### src/rtl/avl_board_writer.sv
// Avalon-MM write master that copies POLYTRIS board rows (10 x 4-bit colour IDs)
// into the display slave's memory, two words per row, plus a whole-board clear.
module avl_board_writer #(
  parameter int BASE_ADDR  = 0,
  parameter int BOARD_ROWS = 20,
  parameter int ADDR_W     = 12
) (
  input  logic              CLK,
  input  logic              RESET,
  input  logic              CMD_VALID,
  output logic              CMD_READY,
  input  logic              CMD_OP,
  input  logic [4:0]        CMD_ROW,
  input  logic [39:0]       CMD_CELLS,
  output logic              BUSY,
  output logic              DONE,
  output logic              ERR,
  output logic [ADDR_W-1:0] AVM_ADDR,
  output logic              AVM_WRITE,
  output logic              AVM_READ,
  output logic              AVM_CS,
  output logic [3:0]        AVM_BYTE_EN,
  output logic [31:0]       AVM_WRITEDATA,
  input  logic              AVM_WAITREQUEST
);

  localparam int CLR_WORDS = 2 * BOARD_ROWS;
  localparam int CNT_W     = $clog2(CLR_WORDS + 1);

  typedef enum logic [1:0] {IDLE, ROW_W0, ROW_W1, CLR} state_t;

  state_t            state, state_nxt;
  logic [4:0]        row_q, row_nxt;
  logic [39:0]       cells_q, cells_nxt;
  logic [CNT_W-1:0]  k_q, k_nxt;
  logic              done_q, done_nxt;
  logic              err_q, err_nxt;
  logic              accept;
  logic              xfer_ok;
  logic [ADDR_W-1:0] row_addr;

  assign CMD_READY = RESET && (state == IDLE);
  assign accept    = CMD_VALID && CMD_READY;
  assign xfer_ok   = !AVM_WAITREQUEST;
  assign row_addr  = ADDR_W'(BASE_ADDR) + ADDR_W'({row_q, 1'b0});

  assign BUSY     = (state != IDLE);
  assign DONE     = done_q;
  assign ERR      = err_q;
  assign AVM_CS   = AVM_WRITE;
  assign AVM_READ = 1'b0;

  always_ff @(posedge CLK) begin
    if (!RESET) begin
      state   <= IDLE;
      row_q   <= '0;
      cells_q <= '0;
      k_q     <= '0;
      done_q  <= 1'b0;
      err_q   <= 1'b0;
    end else begin
      state   <= state_nxt;
      row_q   <= row_nxt;
      cells_q <= cells_nxt;
      k_q     <= k_nxt;
      done_q  <= done_nxt;
      err_q   <= err_nxt;
    end
  end

  // Bus signals decode straight from the state, so a stalled transfer holds by construction.
  always_comb begin
    state_nxt     = state;
    row_nxt       = row_q;
    cells_nxt     = cells_q;
    k_nxt         = k_q;
    done_nxt      = 1'b0;
    err_nxt       = 1'b0;
    AVM_ADDR      = '0;
    AVM_WRITE     = 1'b0;
    AVM_BYTE_EN   = 4'h0;
    AVM_WRITEDATA = 32'h0;

    case (state)
      IDLE: begin
        if (accept) begin
          row_nxt   = CMD_ROW;
          cells_nxt = CMD_CELLS;
          k_nxt     = '0;
          if (CMD_OP)
            state_nxt = CLR;
          else if (32'(CMD_ROW) >= BOARD_ROWS)
            err_nxt = 1'b1;
          else
            state_nxt = ROW_W0;
        end
      end
      ROW_W0: begin
        AVM_ADDR      = row_addr;
        AVM_WRITE     = 1'b1;
        AVM_BYTE_EN   = 4'hF;
        AVM_WRITEDATA = cells_q[31:0];
        if (xfer_ok)
          state_nxt = ROW_W1;
      end
      ROW_W1: begin
        AVM_ADDR      = row_addr + ADDR_W'(1);
        AVM_WRITE     = 1'b1;
        AVM_BYTE_EN   = 4'b0001;
        AVM_WRITEDATA = {24'h0, cells_q[39:32]};
        if (xfer_ok) begin
          state_nxt = IDLE;
          done_nxt  = 1'b1;
        end
      end
      CLR: begin
        AVM_ADDR      = ADDR_W'(BASE_ADDR) + ADDR_W'(k_q);
        AVM_WRITE     = 1'b1;
        AVM_BYTE_EN   = 4'hF;
        AVM_WRITEDATA = 32'h0;
        if (xfer_ok) begin
          if (k_q == CNT_W'(CLR_WORDS - 1)) begin
            state_nxt = IDLE;
            done_nxt  = 1'b1;
          end else begin
            k_nxt = k_q + CNT_W'(1);
          end
        end
      end
      default: state_nxt = IDLE;
    endcase
  end

endmodule

### config.mk
export PLATFORM = sky130hd
export DESIGN_NAME = avl_board_writer
export DESIGN_NICKNAME = d
export VERILOG_FILES = /design/src/rtl/avl_board_writer.sv
export SDC_FILE = /design/constraint.sdc
export NUM_CORES = 1
export LEC_CHECK = 0
export BUFFER_PORTS_ARGS = -buffer_cell sky130_fd_sc_hd__buf_2
export CORE_ASPECT_RATIO = 0.7
export CORE_MARGIN = 2
export CORE_UTILIZATION = 48
export DETAILED_ROUTE_END_ITERATION = 10
export GPL_TIMING_DRIVEN = 0
export PLACE_DENSITY_LB_ADDON = 0.1
export SYNTH_ARGS = -nofsm -noshare
export SYNTH_HDL_FRONTEND = slang
export SYNTH_SLANG_ARGS = --single-unit
### constraint.sdc
create_clock -name CLK -period 2.2 [get_ports CLK]
set_clock_uncertainty 0.15 [all_clocks]
set_input_delay 0.33 -clock CLK [delete_from_list [all_inputs] [get_ports CLK]]
set_output_delay 0.33 -clock CLK [all_outputs]
set_load 0.01 [all_outputs]
# Word level (Yosys, flattened, before mapping)
# Cells that the tools add are included.
totals:
  regBits: 55
  out_inout_bits: 55
  elab_cells: 55
op_classes:
  n_addsub: 2
  order_cmp: 1
  eq_ne: 11
  muxes: 21
  n_bitwise: 3
  reduce_logical: 11
op_table:
  columns: ["cell", "count"]
  rows:
  - ["one-hot mux 32 bit (2 select lines)", 1]
  - ["one-hot mux 7 bit (3 select lines)", 1]
  - ["2-to-1 mux 6 bit", 3]
  - ["2-to-1 mux 2 bit", 7]
  - ["inequality test 2 bit (second input constant)", 6]
  - ["one-hot mux 6 bit (2 select lines)", 1]
  - ["one-hot mux 2 bit (4 select lines)", 1]
  - ["one-hot mux 4 bit (2 select lines)", 1]
  - ["adder 6 x 1 -> 7 bit (second input constant)", 1]
  - ["adder 6 x 1 -> 6 bit (second input constant)", 1]
  - ["== test 6 bit (second input constant)", 1]
  - ["AND reduction 6 bit", 1]
  - [">= comparator 5 bit (second input constant)", 1]
  - ["2-to-1 mux 1 bit", 5]
  - ["== test 2 bit (second input constant)", 2]
  - ["AND reduction 4 bit", 1]
  - ["nonzero test 2 bit", 2]
  - ["OR reduction 4 bit", 1]
  - ["inequality test 3 bit (second input constant)", 1]
  - ["inverter 1 bit", 3]
  - ["OR reduction 3 bit", 1]
  - ["== test 2 x 1 -> 1 bit (second input constant)", 1]
  - ["logical AND 1 bit", 2]
  - ["logical NOT 2 bit", 1]
  - ["3 further kinds", 3]

# Longest topological paths before layout
logic_depth:
  ltp_word: 5
  ltp_mapped: 7
  ltp_nobuf: 6

# Least setup slack after synthesis
# Ideal clock, no wire load.
synth_path:
  path_type: "register to output"
  from: "register state[1]"
  to: "output port AVM_BYTE_EN[2]"
  arrival_ns: 1.464
  t_required_ns: 1.720
  slack_ns: 0.256
  stages_incl_launch_ff: 8
  n_path_buf: 3
  path_cell_list: "dfxtp_1 -> inv_1 -> ha_1 -> clkbuf_1 -> clkbuf_1 -> nor2_1 -> nor2_1 -> buf_4"
synth_via:
  elab_chain_len: 3
  elab_cells_between_ends: 5
  classes_between: "eq/ne (3); mux (1); reduce/logical (1)"
synth_lines:
  columns: ["item", "line", "source"]
  rows:
  - ["from (decl)", "32", "state_t state, state_nxt;"]
  - ["from (signal assigned)", "62", "state <= state_nxt;"]
  - ["== test 2 bit / == test 2 x 1 -> 1 bit (equally long branches)", "84", "case (state)"]
  - ["OR reduction 2 bit (no line)", null, null]
  - ["one-hot mux 4 bit (2 select lines) *", "84", null]
  - ["to (decl)", "22", "output logic [3:0] AVM_BYTE_EN,"]
# Mark *: on every way between the ends. The rest lies on a longest branch, timed or not.

# Worst setup path in the final report
layout_path:
  from: "register state[0]"
  to: "output port AVM_BYTE_EN[2]"
# The elaborated chain is that of the path after synthesis.

==> impl_summary.md <==
Floorplanning
The number of I/O pins is 105. After floorplanning, the core was divided into 22 placement rows. The initial utilization of the core area, before any placement, comes to 50.31%. The area enclosed by the die boundary is 6190 um2.

The die is 93.19 um wide. The placeable core region is 5313 um2. The chip height is 66.43 um.

CTS
The clock drives 55 sinks. In this run the deepest clock path goes through 2 buffers. The clock insertion delay at the later pin of the skew report is 310 ps. The total clock buffers created by CTS is 5. The number of buffers added to fix hold violations after cts is 0. Clock tree synthesis selected as its root buffer the cell sky130_fd_sc_hd__clkbuf_8. TritonCTS built the clock tree. After clock tree synthesis, the clock-pin slew on the worst setup and hold paths is 100 ps. The clock tree synthesis step divided the H-tree into 2 levels.

Timing
Summed over all failing endpoints, the final setup total negative slack is 0 ps. The headroom to the max-slew limit is 65.44%. Counting I/O delays and the setup requirement, the final critical path takes 2115 ps.

The maximum achievable frequency is 472.9 MHz. Setup repair after global routing left no endpoint under its margin. The number of pins exceeding their max-slew limit in the final report is 0. For the pin with the worst max-slew slack, the measured transition is 518.4 ps. The number of setup violations in the final report is 0. The worst path uses 96.11% of the clock period. The final number of hold-violating endpoints was 0.

Worst setup path
The critical-path cell with the highest stage delay is sky130_fd_sc_hd__dfxtp_4. The worst setup path is launched from a register. In this run the worst path has a maximum fanout of 10. By instance count, the cell type seen most on the critical path is sky130_fd_sc_hd__buf_4. The worst setup path is of the register to output port kind.

Traced cell by cell, the critical path runs through buf_4 -> ha_4 -> clkbuf_4 -> nor2_1 -> nor2_2 -> buf_4 -> buf_2. The data arrival time of the worst path is 1630 ps. The largest stage delay on the critical path is 370 ps. The type of element capturing the critical path is an output port. Data on the critical path is required at its endpoint by 1720 ps.

Detailed routing
The total number of vias is 2680. The number of nets with antenna violations after routing is 0. Before antenna repair, the detailed router went through 4 iterations. The detail-routed net length per standard cell is 13.20 um. Dividing the detail-routed via count by the number of cells gives 5.009. The starting DRC count in detailed routing is 193. The overall routed net length is 7064 um. The post-route DRC violation count is 0.

Power and ir drop
For this design the total switching power over the nets is 1111 uW. Dividing total power by cell area gives a power density of 887.2 nW/um2. Per report_power, the combinational group accounts for 38.6% of the total. The worst IR drop on VDD is 0.4417 mV.

The standby leakage power is 0.001549 uW. Of the total power, the share spent switching nets is 36.65%. The clock network accounts for 19.7% of the total power.

After layout, the design draws a total of 3033 uW. The internal power component is 1921 uW. The sequential cell fraction of total power is 41.7%.

Global route
The first global-routing pass estimated 11430 um of wire. Entering global routing, the biggest net connects 20 pins. The number of antenna violations at the first check in global routing is 0.

Summed over all layers, the global routing overflow is 0. The via count of the first global-routing pass is 2422. The global-route usage over all layers is 23.66%.

Placement
Detailed placement finished with a half-perimeter wire length of 5151 um. Routability-driven placement finished with a final weighted congestion of 0.8591. During placement, the flow inserted port buffers numbering 96.

Logic synthesis
Counting every instance in the synthesized netlist gives 354. The cell type with the highest aggregate area in the netlist is sky130_fd_sc_hd__dfxtp_1. The most common cell in the netlist is sky130_fd_sc_hd__nand2_1. The synthesis warning total is 0. The register bit total from synthesis is 55. Of the synthesized area, sequential elements account for 41.20%. Among all flip-flop cells after synthesis, the most frequent one is sky130_fd_sc_hd__dfxtp_1. Counting flops with a built-in enable in the synthesized netlist gives 0. The commonest cells after synthesis are sky130_fd_sc_hd__nand2_1 (95), sky130_fd_sc_hd__dfxtp_1 (55), sky130_fd_sc_hd__o21ai_0 (38), sky130_fd_sc_hd__and2_1 (24), sky130_fd_sc_hd__clkbuf_1 (16).

A synthesized cell averages 7.550 um2. The top cell type's share of synthesized area is 41.20%. Counting distinct cell types in the post-synthesis netlist gives 36. The post-synthesis instance area is 2673 um2. Ranked by total cell area, the synthesized netlist is headed by sky130_fd_sc_hd__dfxtp_1 (41%), sky130_fd_sc_hd__nand2_1 (13%), sky130_fd_sc_hd__o21ai_0 (7.1%). Counting flops with an async set or reset pin after synthesis yields a share of 0%.

Layout
The antenna diode instance count is 0. In the final layout, the share of cells above drive strength 1 is 31.32%. In the final design database the tool counted 517 nets. Compared with the post-synthesis result, the final layout area differs by 27.90%.

At the end of the flow the core is filled with cells to 64.34%.

Worst hold path
The worst hold path belongs to the class input pin to register.

Outcome
The flow ran to the end, and the final reports show no timing, DRC or antenna violations.

Job
Across the run, the number of max-cap violations was 0.
==> per-layer routing <==
| layer | wire (um) | part of all wire [%] | global-route usage, % |
|---|---|---|---|
| met4 | 33 | 0.47 | 7.169 |
| met3 | 608 | 8.6 | 6.157 |
| met5 | 0 | 0 | 0 |
| met2 | 3018 | 43 | 35.69 |
| met1 | 3404 | 48 | 33.22 |
==> sequential cells by signal (all words and copies together), names as in the netlist <==
signal,flops
DONE,1
ERR,1
cells_q,40
k_q,6
row_q,5
state,2
==> power groups by stage <==
stage	clock network [uW]	registers [uW]	logic (uW)
finish	596	1260	1170
global route	652	1290	1300
CTS	614	1260	1150
detailed placement	0	1280	1090
global placement	0	1270	1090
floorplan	0	1250	747
==> area by class of cell <==
cell class	instances	area (um2)
clock buffer	6	82.58
sequential	55	1106
buffer	34	198.9
tap	72	90.09
clock inverter	2	16.27
fill	491	1894
timing repair buffer	98	495.5
multi-input combinational	260	1399
inverter	8	30.03
==> layout by cell type, fill, tap and decap left out, drive strengths merged <==
master and count:
a21boi 1, nand3 7, a21oi 4, o32ai 1, and2 24, clkinv 1, a31oi 3, o2111ai 1
a41oi 2, nand2b 2, nor3 3, nor2b 8, conb 7, clkinvlp 1, and4 2, a211oi 4
o311a 1, a211o 2, or2 1, dfxtp 55, nor2 12, and3 2, nor3b 3, o21ai 53
and3b 1, ha 5, clkbuf 20, a311oi 2, buf 118, o21a 1, a22oi 13, nand2 95
inv 8
==> logic make-up (layout without fill, tap and decap cells) <==
group | Yosys count | count (layout) | synth area share, %
fa+ha+maj | 5 | 5 | 2.341
other cells | 1 | 7 | 0.1403
buf+inv | 45 | 148 | 8.427
simple gates | 160 | 160 | 28.18
compound gates | 88 | 88 | 19.71
flops | 55 | 55 | 41.20
==> worst max-delay path: cells and delay by family, from the launching register on <==
kind | cells | cell delay (ps)
buffers and inverters | 4 | 580
DFF | 1 | 370
and+or+nand+nor | 2 | 200
adders and majority gates | 1 | 170
==> worst paths after layout <==
check	slack, ps	to	cells after the start	startpoint
worst max-delay path	90	AVM_BYTE_EN[2]	7	state[0]
worst min-delay path	60	cells_q[10]	3	CMD_CELLS[10]
worst max register to register	220	cells_q[2]	6	state[0]
worst min register to register	300	cells_q[25]	2	cells_q[25]
==> per-stage QoR <==
step / cells / area, um2 / setup WS, ps / hold slack (ps)
CTS: 534 / 3401 / 20.55 / 49.42
floorplan: 360 / 2695 / 255.8 / 255.8
global route: 535 / 3418 / 0.2078 / 54.65
finish: 535 / 3418 / 85.49 / 56.00
detailed placement: 528 / 3266 / -165.1 / 291.4
global placement: 528 / 3266 / -191.8 / 281.4
==> timing repair <==
item / 4_1_cts / 5_1_grt
resized for setup: 12 / 11
endpoints found under the setup margin: 40 / 51
setup buffers: 1 / 1
pin swaps: 1 / 0
Note: power is estimated with default switching activity, not from simulation.
